$ cat config.mk
export PLATFORM = sky130hd
export DESIGN_NAME = arc4_key_search_flat
export DESIGN_NICKNAME = d
export VERILOG_FILES = /design/src/rtl/arc4_key_search_if.sv /design/src/rtl/arc4_key_search.sv /design/src/flat_wrapper.sv
export SDC_FILE = /design/constraint.sdc
export NUM_CORES = 1
export LEC_CHECK = 0
export CAP_MARGIN = 20
export CORE_MARGIN = 8
export CORE_UTILIZATION = 53
export CTS_CLUSTER_SIZE = 30
export DETAILED_ROUTE_END_ITERATION = 8
export GPL_TIMING_DRIVEN = 0
export HOLD_SLACK_MARGIN = 0.15
export PLACE_DENSITY = 0.92
export SLEW_MARGIN = 5
export SYNTH_ARGS = -nofsm -noshare
export SYNTH_HDL_FRONTEND = slang
export SYNTH_SLANG_ARGS = --single-unit
$ cat constraint.sdc
create_clock -name clk -period 2.18 [get_ports clk]
set_input_delay 0.327 -clock clk [delete_from_list [all_inputs] [get_ports clk]]
set_output_delay 0.327 -clock clk [all_outputs]
set_load 0.02 [all_outputs]
$ cat src/rtl/arc4_key_search_if.sv
// Bus bundle for arc4_key_search.
// Carries the host start/result handshake, the arc4 en/rdy/key handshake and the pt_mem
// read port.
//   slave  : the key-search controller
//   master : the surrounding top (host, arc4 core, pt_mem read mux)
// Optional macro KEY_SEARCH_ABORT_EN adds the host-driven abort request.
interface arc4_key_search_if #(
   parameter int unsigned KEY_WIDTH  = 24,
   parameter int unsigned ADDR_WIDTH = 8
);
   // host side
   logic                  en;
   logic                  rdy;
   logic [KEY_WIDTH-1:0]  key_lo;
   logic [KEY_WIDTH-1:0]  key_hi;
   logic                  done;
   logic                  found;
   logic [KEY_WIDTH-1:0]  key;
`ifdef KEY_SEARCH_ABORT_EN
   logic                  abort;
`endif
   // arc4 side
   logic                  a4_en;
   logic                  a4_rdy;
   logic [KEY_WIDTH-1:0]  a4_key;
   // pt_mem read port
   logic                  pt_owner;
   logic [ADDR_WIDTH-1:0] pt_addr;
   logic [7:0]            pt_rddata;

`ifdef KEY_SEARCH_ABORT_EN
   modport slave (
      input  en, key_lo, key_hi, abort, a4_rdy, pt_rddata,
      output rdy, done, found, key, a4_en, a4_key, pt_owner, pt_addr
   );
   modport master (
      output en, key_lo, key_hi, abort, a4_rdy, pt_rddata,
      input  rdy, done, found, key, a4_en, a4_key, pt_owner, pt_addr
   );
`else
   modport slave (
      input  en, key_lo, key_hi, a4_rdy, pt_rddata,
      output rdy, done, found, key, a4_en, a4_key, pt_owner, pt_addr
   );
   modport master (
      output en, key_lo, key_hi, a4_rdy, pt_rddata,
      input  rdy, done, found, key, a4_en, a4_key, pt_owner, pt_addr
   );
`endif
endinterface

$ cat src/rtl/arc4_key_search.sv
// Brute-force ARC4 key-search controller.
// Steps a candidate key from key_lo to key_hi (inclusive, no wrap), runs arc4 for each one,
// then scans the length-prefixed plaintext in pt_mem and stops at the first key whose
// plaintext bytes all lie in [LO_CHAR, HI_CHAR].
// Ports:
//   clk  : system clock
//   rst  : synchronous active-high reset
//   bus  : arc4_key_search_if.slave
//          en/rdy/key_lo/key_hi  start handshake and inclusive candidate range
//          done/found/key        result, held until the next accepted start
//          a4_en/a4_rdy/a4_key   arc4 handshake, a4_key stable while arc4 is busy
//          pt_owner/pt_addr/pt_rddata  pt_mem read port (1-cycle latency)
// Optional macro KEY_SEARCH_ABORT_EN adds bus.abort: finish any arc4 run, then report
// found=0.
module arc4_key_search #(
   parameter int unsigned KEY_WIDTH  = 24,
   parameter int unsigned ADDR_WIDTH = 8,
   parameter logic [7:0]  LO_CHAR    = 8'h20,
   parameter logic [7:0]  HI_CHAR    = 8'h7E
) (
   input logic              clk,
   input logic              rst,
   arc4_key_search_if.slave bus
);

   typedef enum logic [2:0] {
      StIdle, StLaunch, StBusy1, StBusy, StRdLen, StLen, StScan, StFin
   } state_e;

   state_e                state_q, state_d;
   logic [KEY_WIDTH-1:0]  cur_q, cur_d;
   logic [KEY_WIDTH-1:0]  hi_q, hi_d;
   logic [KEY_WIDTH-1:0]  key_q, key_d;
   logic [ADDR_WIDTH-1:0] len_q, len_d;
   logic [ADDR_WIDTH-1:0] idx_q, idx_d;
   logic [ADDR_WIDTH-1:0] addr_q, addr_d;
   logic                  done_q, done_d;
   logic                  found_q, found_d;
   logic                  aborting;
   logic                  byte_ok;
   logic                  cand_pass;
   logic                  cand_fail;

`ifdef KEY_SEARCH_ABORT_EN
   logic abort_q, abort_d;
   assign aborting = bus.abort | abort_q;
`else
   assign aborting = 1'b0;
`endif

   assign byte_ok = (bus.pt_rddata >= LO_CHAR) && (bus.pt_rddata <= HI_CHAR);

   always_comb begin
      state_d   = state_q;
      cur_d     = cur_q;
      hi_d      = hi_q;
      key_d     = key_q;
      len_d     = len_q;
      idx_d     = idx_q;
      addr_d    = addr_q;
      done_d    = done_q;
      found_d   = found_q;
      cand_pass = 1'b0;
      cand_fail = 1'b0;
`ifdef KEY_SEARCH_ABORT_EN
      abort_d   = abort_q | bus.abort;
`endif
      unique case (state_q)
         StIdle: begin
`ifdef KEY_SEARCH_ABORT_EN
            abort_d = 1'b0;
`endif
            if (bus.en) begin
               cur_d   = bus.key_lo;
               hi_d    = bus.key_hi;
               done_d  = 1'b0;
               found_d = 1'b0;
               key_d   = '0;
               state_d = (bus.key_lo > bus.key_hi) ? StFin : StLaunch;
            end
         end
         StLaunch: begin
            if (aborting) state_d = StFin;
            else if (bus.a4_rdy) state_d = StBusy1;
         end
         // arc4 still shows rdy in the cycle right after accepting en
         StBusy1: state_d = StBusy;
         StBusy: begin
            if (bus.a4_rdy) begin
               addr_d  = '0;
               state_d = aborting ? StFin : StRdLen;
            end
         end
         StRdLen: begin
            addr_d  = ADDR_WIDTH'(1);
            state_d = StLen;
         end
         StLen: begin
            // address 1 is already in flight; issue 2 next only if the message needs it
            if (bus.pt_rddata == 8'd0) begin
               cand_pass = 1'b1;
            end else begin
               len_d   = ADDR_WIDTH'(bus.pt_rddata);
               idx_d   = ADDR_WIDTH'(1);
               addr_d  = (bus.pt_rddata > 8'd1) ? ADDR_WIDTH'(2) : '0;
               state_d = StScan;
            end
         end
         StScan: begin
            if (!byte_ok) begin
               cand_fail = 1'b1;
            end else if (idx_q == len_q) begin
               cand_pass = 1'b1;
            end else begin
               idx_d  = idx_q + 1'b1;
               addr_d = (addr_q < len_q) ? addr_q + 1'b1 : '0;
            end
         end
         StFin: begin
            done_d  = 1'b1;
            addr_d  = '0;
            state_d = StIdle;
`ifdef KEY_SEARCH_ABORT_EN
            abort_d = 1'b0;
`endif
         end
         default: state_d = StIdle;
      endcase

      if (cand_pass) begin
         key_d   = cur_q;
         found_d = 1'b1;
         addr_d  = '0;
         state_d = StFin;
      end else if (cand_fail) begin
         addr_d = '0;
         if (cur_q == hi_q) begin
            state_d = StFin;
         end else begin
            cur_d   = cur_q + 1'b1;
            state_d = StLaunch;
         end
      end

      // abort during the scan discards the candidate regardless of its outcome
      if (aborting && (state_q inside {StRdLen, StLen, StScan})) begin
         key_d   = '0;
         found_d = 1'b0;
         addr_d  = '0;
         state_d = StFin;
      end
   end

   always_ff @(posedge clk) begin
      if (rst) begin
         state_q <= StIdle;
         cur_q   <= '0;
         hi_q    <= '0;
         key_q   <= '0;
         len_q   <= '0;
         idx_q   <= '0;
         addr_q  <= '0;
         done_q  <= 1'b0;
         found_q <= 1'b0;
`ifdef KEY_SEARCH_ABORT_EN
         abort_q <= 1'b0;
`endif
      end else begin
         state_q <= state_d;
         cur_q   <= cur_d;
         hi_q    <= hi_d;
         key_q   <= key_d;
         len_q   <= len_d;
         idx_q   <= idx_d;
         addr_q  <= addr_d;
         done_q  <= done_d;
         found_q <= found_d;
`ifdef KEY_SEARCH_ABORT_EN
         abort_q <= abort_d;
`endif
      end
   end

   // combinational outputs are forced low while rst is held
   assign bus.rdy      = (state_q == StIdle) && !rst;
   assign bus.a4_en    = (state_q == StLaunch) && bus.a4_rdy && !aborting && !rst;
   assign bus.pt_owner = (state_q inside {StRdLen, StLen, StScan}) && !rst;
   assign bus.pt_addr  = addr_q;
   assign bus.a4_key   = cur_q;
   assign bus.done     = done_q;
   assign bus.found    = found_q;
   assign bus.key      = key_q;

endmodule

$ cat src/flat_wrapper.sv
// flat-port wrapper written by rule: the top's interface ports become plain ports
module arc4_key_search_flat 
#(
   parameter int unsigned KEY_WIDTH  = 24,
   parameter int unsigned ADDR_WIDTH = 8,
   parameter logic [7:0]  LO_CHAR    = 8'h20,
   parameter logic [7:0]  HI_CHAR    = 8'h7E
)
  (clk, rst, bus_en, bus_key_lo, bus_key_hi, bus_a4_rdy, bus_pt_rddata, bus_rdy, bus_done, bus_found, bus_key, bus_a4_en, bus_a4_key, bus_pt_owner, bus_pt_addr);
  arc4_key_search_if #(.KEY_WIDTH(KEY_WIDTH), .ADDR_WIDTH(ADDR_WIDTH)) bus_i ();
  input logic clk;
  input logic rst;
  input wire logic [$bits(bus_i.en)-1:0] bus_en;
  input wire logic [$bits(bus_i.key_lo)-1:0] bus_key_lo;
  input wire logic [$bits(bus_i.key_hi)-1:0] bus_key_hi;
  input wire logic [$bits(bus_i.a4_rdy)-1:0] bus_a4_rdy;
  input wire logic [$bits(bus_i.pt_rddata)-1:0] bus_pt_rddata;
  output wire logic [$bits(bus_i.rdy)-1:0] bus_rdy;
  output wire logic [$bits(bus_i.done)-1:0] bus_done;
  output wire logic [$bits(bus_i.found)-1:0] bus_found;
  output wire logic [$bits(bus_i.key)-1:0] bus_key;
  output wire logic [$bits(bus_i.a4_en)-1:0] bus_a4_en;
  output wire logic [$bits(bus_i.a4_key)-1:0] bus_a4_key;
  output wire logic [$bits(bus_i.pt_owner)-1:0] bus_pt_owner;
  output wire logic [$bits(bus_i.pt_addr)-1:0] bus_pt_addr;
  assign bus_i.en = bus_en;
  assign bus_i.key_lo = bus_key_lo;
  assign bus_i.key_hi = bus_key_hi;
  assign bus_i.a4_rdy = bus_a4_rdy;
  assign bus_i.pt_rddata = bus_pt_rddata;
  assign bus_rdy = bus_i.rdy;
  assign bus_done = bus_i.done;
  assign bus_found = bus_i.found;
  assign bus_key = bus_i.key;
  assign bus_a4_en = bus_i.a4_en;
  assign bus_a4_key = bus_i.a4_key;
  assign bus_pt_owner = bus_i.pt_owner;
  assign bus_pt_addr = bus_i.pt_addr;
  arc4_key_search #(.KEY_WIDTH(KEY_WIDTH), .ADDR_WIDTH(ADDR_WIDTH), .LO_CHAR(LO_CHAR), .HI_CHAR(HI_CHAR)) u_core (.clk(clk), .rst(rst), .bus(bus_i));
endmodule
==> summary.txt <==
Global routing
  • GR Util All Layers: 0.256
  • Largest net degree at the start of global routing: 17
  • First-pass GRT wire length: 33.0 mm
  • GRT Residual Overflow: 0
  • Vias in the first global route: 6313
  • Initial antenna violation count: 0

Yosys
  • Sequential share of the synthesized area: 0.325
  • Post-synthesis compound-gate area fraction: 0.191
  • Number of synthesized flops with an enable pin: 0
  • Syn_nets: 904
  • Mux share of post-synthesis cell area: 0.0177
  • Syn Area/Cell: about 7.7 um2
  • Post-synth ARST share: 0
  • Adder-cell area share of the yosys netlist: 0.0684
  • Synth Register Bits: 101
  • Simple-Gate Fraction of Synth Area: 0.273
  • Synthesized area: slightly above 6000 um2
  • Primary FF master, synth: dfxtp_1
  • Syn. warnings: 0
  • Post-synth cell types: roughly 70
  • XOR/XNOR Fraction of Synth Area: 0.0535
  • Largest family of logic cells by synthesized area: simple AND/OR/NAND/NOR gates
  • Mapped Cells: 810

Layout
  • Share of cells above drive strength 1: 0.146
  • N_diodes: 0
  • Most frequent cells in the layout: 140 x nand2_1, 94 x clkdlybuf4s50_1, 92 x dfxtp_1, 85 x a21oi_1, 53 x nand3_1
  • Area Overhead vs Synth: 34.9%
  • Layout Cells excl Fill: 1099
  • Commonest non-fill, non-tap cell in the layout: nand2_1
  • Fill cells: a little over 800
  • Nets: 1045

Critical path
  • Worst path max stage delay: 330 ps
  • Slowest library cell on the worst path: dfxtp_1
  • Worst Path Max Fanout: 10
  • Buffers plus inverters on the worst setup path: 3
  • Worst reg2reg path startpoint: u_core.state_q[2]
  • Crit path cell chain: buf_2, or2_2, clkbuf_1, nor3_2, clkdlybuf4s15_2
  • Reg2Reg Setup Slack: 20 ps
  • RR Endpoint: u_core.hi_q[4]
  • Cell family with most CP delay: buffers and inverters
  • Register-to-Register Path Depth: 8
  • CP required: 1850 ps
  • CP Class: reg -> out
  • Setup crit end kind: output pin
  • CP arrival: 1850 ps
  • Type of origin of the critical path: register

Route
  • Via count: a little over 7000
  • DRT antenna net count: 0
  • Vias per cell: 6.41
  • DR iter-0 viols: between 1000 and 1500
  • Avg WL per Cell: 20.2 um
  • Detailed Route WL: 22.2 mm
  • DRC Markers: 0
  • Drt first pass iters: 8

STA
  • Setup ws final: 7.89 ps
  • Post-route clock period utilization: 0.996
  • Slew HR: 0.590
  • Clock Skews: about 12 ps
  • Unrepaired setup endpoints after global routing: yes
  • Final setup vio count: 0
  • Post-route setup TNS: 0 ps
  • Tmin final: 2170 ps
  • Count of final hold-check violations: 0
  • Fmax: 0.460 GHz
  • Slew Limit Fails: 0
  • Slew at the pin closest to its max-slew limit: 616 ps

Power
  • Pleak: 3.41 nW
  • Max VDD drop: 0.401 mV
  • Pwr dens: 663 nW/um2
  • Sequential power share: 0.383
  • Cell internal pwr: roughly 3.7 mW
  • Combinational share of power: 0.305
  • P_sw: 1.89 mW
  • Switch share: 0.339
  • Clock power frac: 0.312

CTS
  • TritonCTS Buffers: 9
  • Clk slew on worst S/H paths: 70 ps
  • Root Buffer: clkbuf_16
  • Hold Buf Count CTS: 0
  • CTS tree: built
  • Clock sink count: 101
  • Worst-Skew Late Latency: roughly 350 ps
  • CTS Buffer Depth: 2
  • CTS H-tree depth: 3

Flow run
  • Max-Cap Viols: 0

Floorplan
  • DIE HEIGHT: 124 um
  • Io pins: 121
  • Row Count: 39
  • Core box area: approximately 11000 um2
  • Die area: 15500 um2
  • Die Width: 124 um
  • Starting Density: 0.545

Placement
  • Placed cell count: 1073
  • Pre-CTS setup slack: -1000 ps
  • Final HPWL from detailed placement: 15.8 mm
  • PortBufs: 120
  • Gp weighted congestion: 1.00

Min path
  • Hold Crit Depth: 3
  • WHS Endpoint: u_core.hi_q[8]
  • Worst hold path type: in -> reg
  • Hold Path Origin: bus_key_hi[8]

Run status
  • Status: finished clean
==> layer usage <==
layer,part of all wire,vias to the layer above,global-route usage
li1,-,3171,-
met1,0.40,3238,0.349
met2,0.44,565,0.386
met3,0.13,71,0.0562
met4,0.032,0,0.0907
met5,0,-,0
==> registers in the layout (all words and copies together) (netlist names) <==
signal and flops:
u_core.bus.done 1, u_core.idx_q 8, u_core.bus.a4_key 24, u_core.state_q 3
u_core.bus.pt_addr 8, u_core.len_q 8, u_core.bus.found 1, u_core.bus.key 24
u_core.hi_q 24
==> through the flow <==
stage                     power, mW  area (um2)  hold WS, ps  utilization
final                          5.56        8390          265        0.735
after global routing           5.74        8390          283        0.735
after CTS                      5.35        7990          465        0.700
after detailed placement       3.63        7600          455        0.666
after global placement         3.61        7600          448        0.666
after floorplan                3.04        6220          448            -
==> power by group through the flow <==
| stage | clock, mW | sequential (mW) | combinational, mW |
|---|---|---|---|
| 6_report | 1.73 | 2.13 | 1.70 |
| 5_1_grt | 1.80 | 2.14 | 1.80 |
| 4_1_cts | 1.73 | 2.11 | 1.51 |
| 3_5_place_dp | 0 | 2.14 | 1.49 |
| 3_3_place_gp | 0 | 2.14 | 1.47 |
| 2_1_floorplan | 0 | 2.17 | 0.870 |
==> how the worst max path moves through the flow <==
stage | start | end | slack, ps | cells after the start
floorplan | u_core.bus.a4_key[13] | u_core.bus.a4_key[11] | 180 | 8
global placement | rst | bus_pt_owner | -1010 | 6
detailed placement | rst | bus_pt_owner | -1000 | 6
CTS | rst | bus_pt_owner | -30 | 6
global route | u_core.bus.a4_key[11] | u_core.bus.a4_key[6] | -50 | 10
finish | u_core.state_q[2] | bus_rdy | 8 | 5
==> what timing repair did <==
item / in CTS / in global routing
resized for setup: 32 / 99
pin swaps: 3 / 19
buffers inserted: 1 / 10
setup endpoints to repair: 50 / 91
cloned: 0 / 1
==> Yosys cell counts (all sizes together) (3+ instances only) <==
cell / n / area, um2
a211oi: 6 / 45.0
mux2i: 11 / 110
nor4: 16 / 183
xor2: 28 / 245
xnor2: 10 / 87.6
o311ai: 9 / 78.8
nor3b: 3 / 22.5
and2: 3 / 18.8
nor2b: 3 / 18.8
nand2b: 3 / 18.8
nand4: 17 / 113
a31oi: 10 / 62.6
nor2: 42 / 163
o22ai: 6 / 37.5
dfxtp: 101 / 2020
nor3: 22 / 110
or3: 4 / 25.0
and3: 13 / 81.3
a21o: 5 / 37.5
and4: 3 / 28.8
a21oi: 88 / 444
ha: 34 / 425
a32oi: 4 / 35.0
a221oi: 3 / 32.5
a22oi: 5 / 37.5
o21ai: 29 / 145
nand3: 58 / 290
inv: 39 / 146
nand2: 141 / 532
clkbuf: 22 / 82.6
buf: 34 / 214
or2: 5 / 31.3
a21boi: 5 / 41.3
==> worst reg2reg max path: stages (launching register included) <==
cell	delay (ps)
dfxtp_1	330
buf_2	190
or2_2	290
clkbuf_1	210
nor2_4	300
clkbuf_4	290
buf_2	250
nand2_1	80
a21oi_1	150
==> cells by family after synthesis <==
logic type / count (synthesis)
AND/OR/NAND/NOR: 341
AO/OA/AOI/OAI: 190
flip-flops: 101
buffers and inverters: 95
XOR/XNOR: 38
adder cells (fa/ha/maj): 34
multiplexers: 11
==> final cells by class <==
type                            count  area [um2]  share of cell area
Tap cell                          143         179              0.0213
Multi-Input combinational cell    614        4040               0.481
Clock inverter                      6        87.6              0.0104
Buffer                             54         344              0.0410
Sequential cell                   101        2040               0.243
Inverter                           39         146              0.0174
Clock buffer                       10         229              0.0273
Timing Repair Buffer              132        1330               0.159
Note: power is estimated with default switching activity, not from simulation.
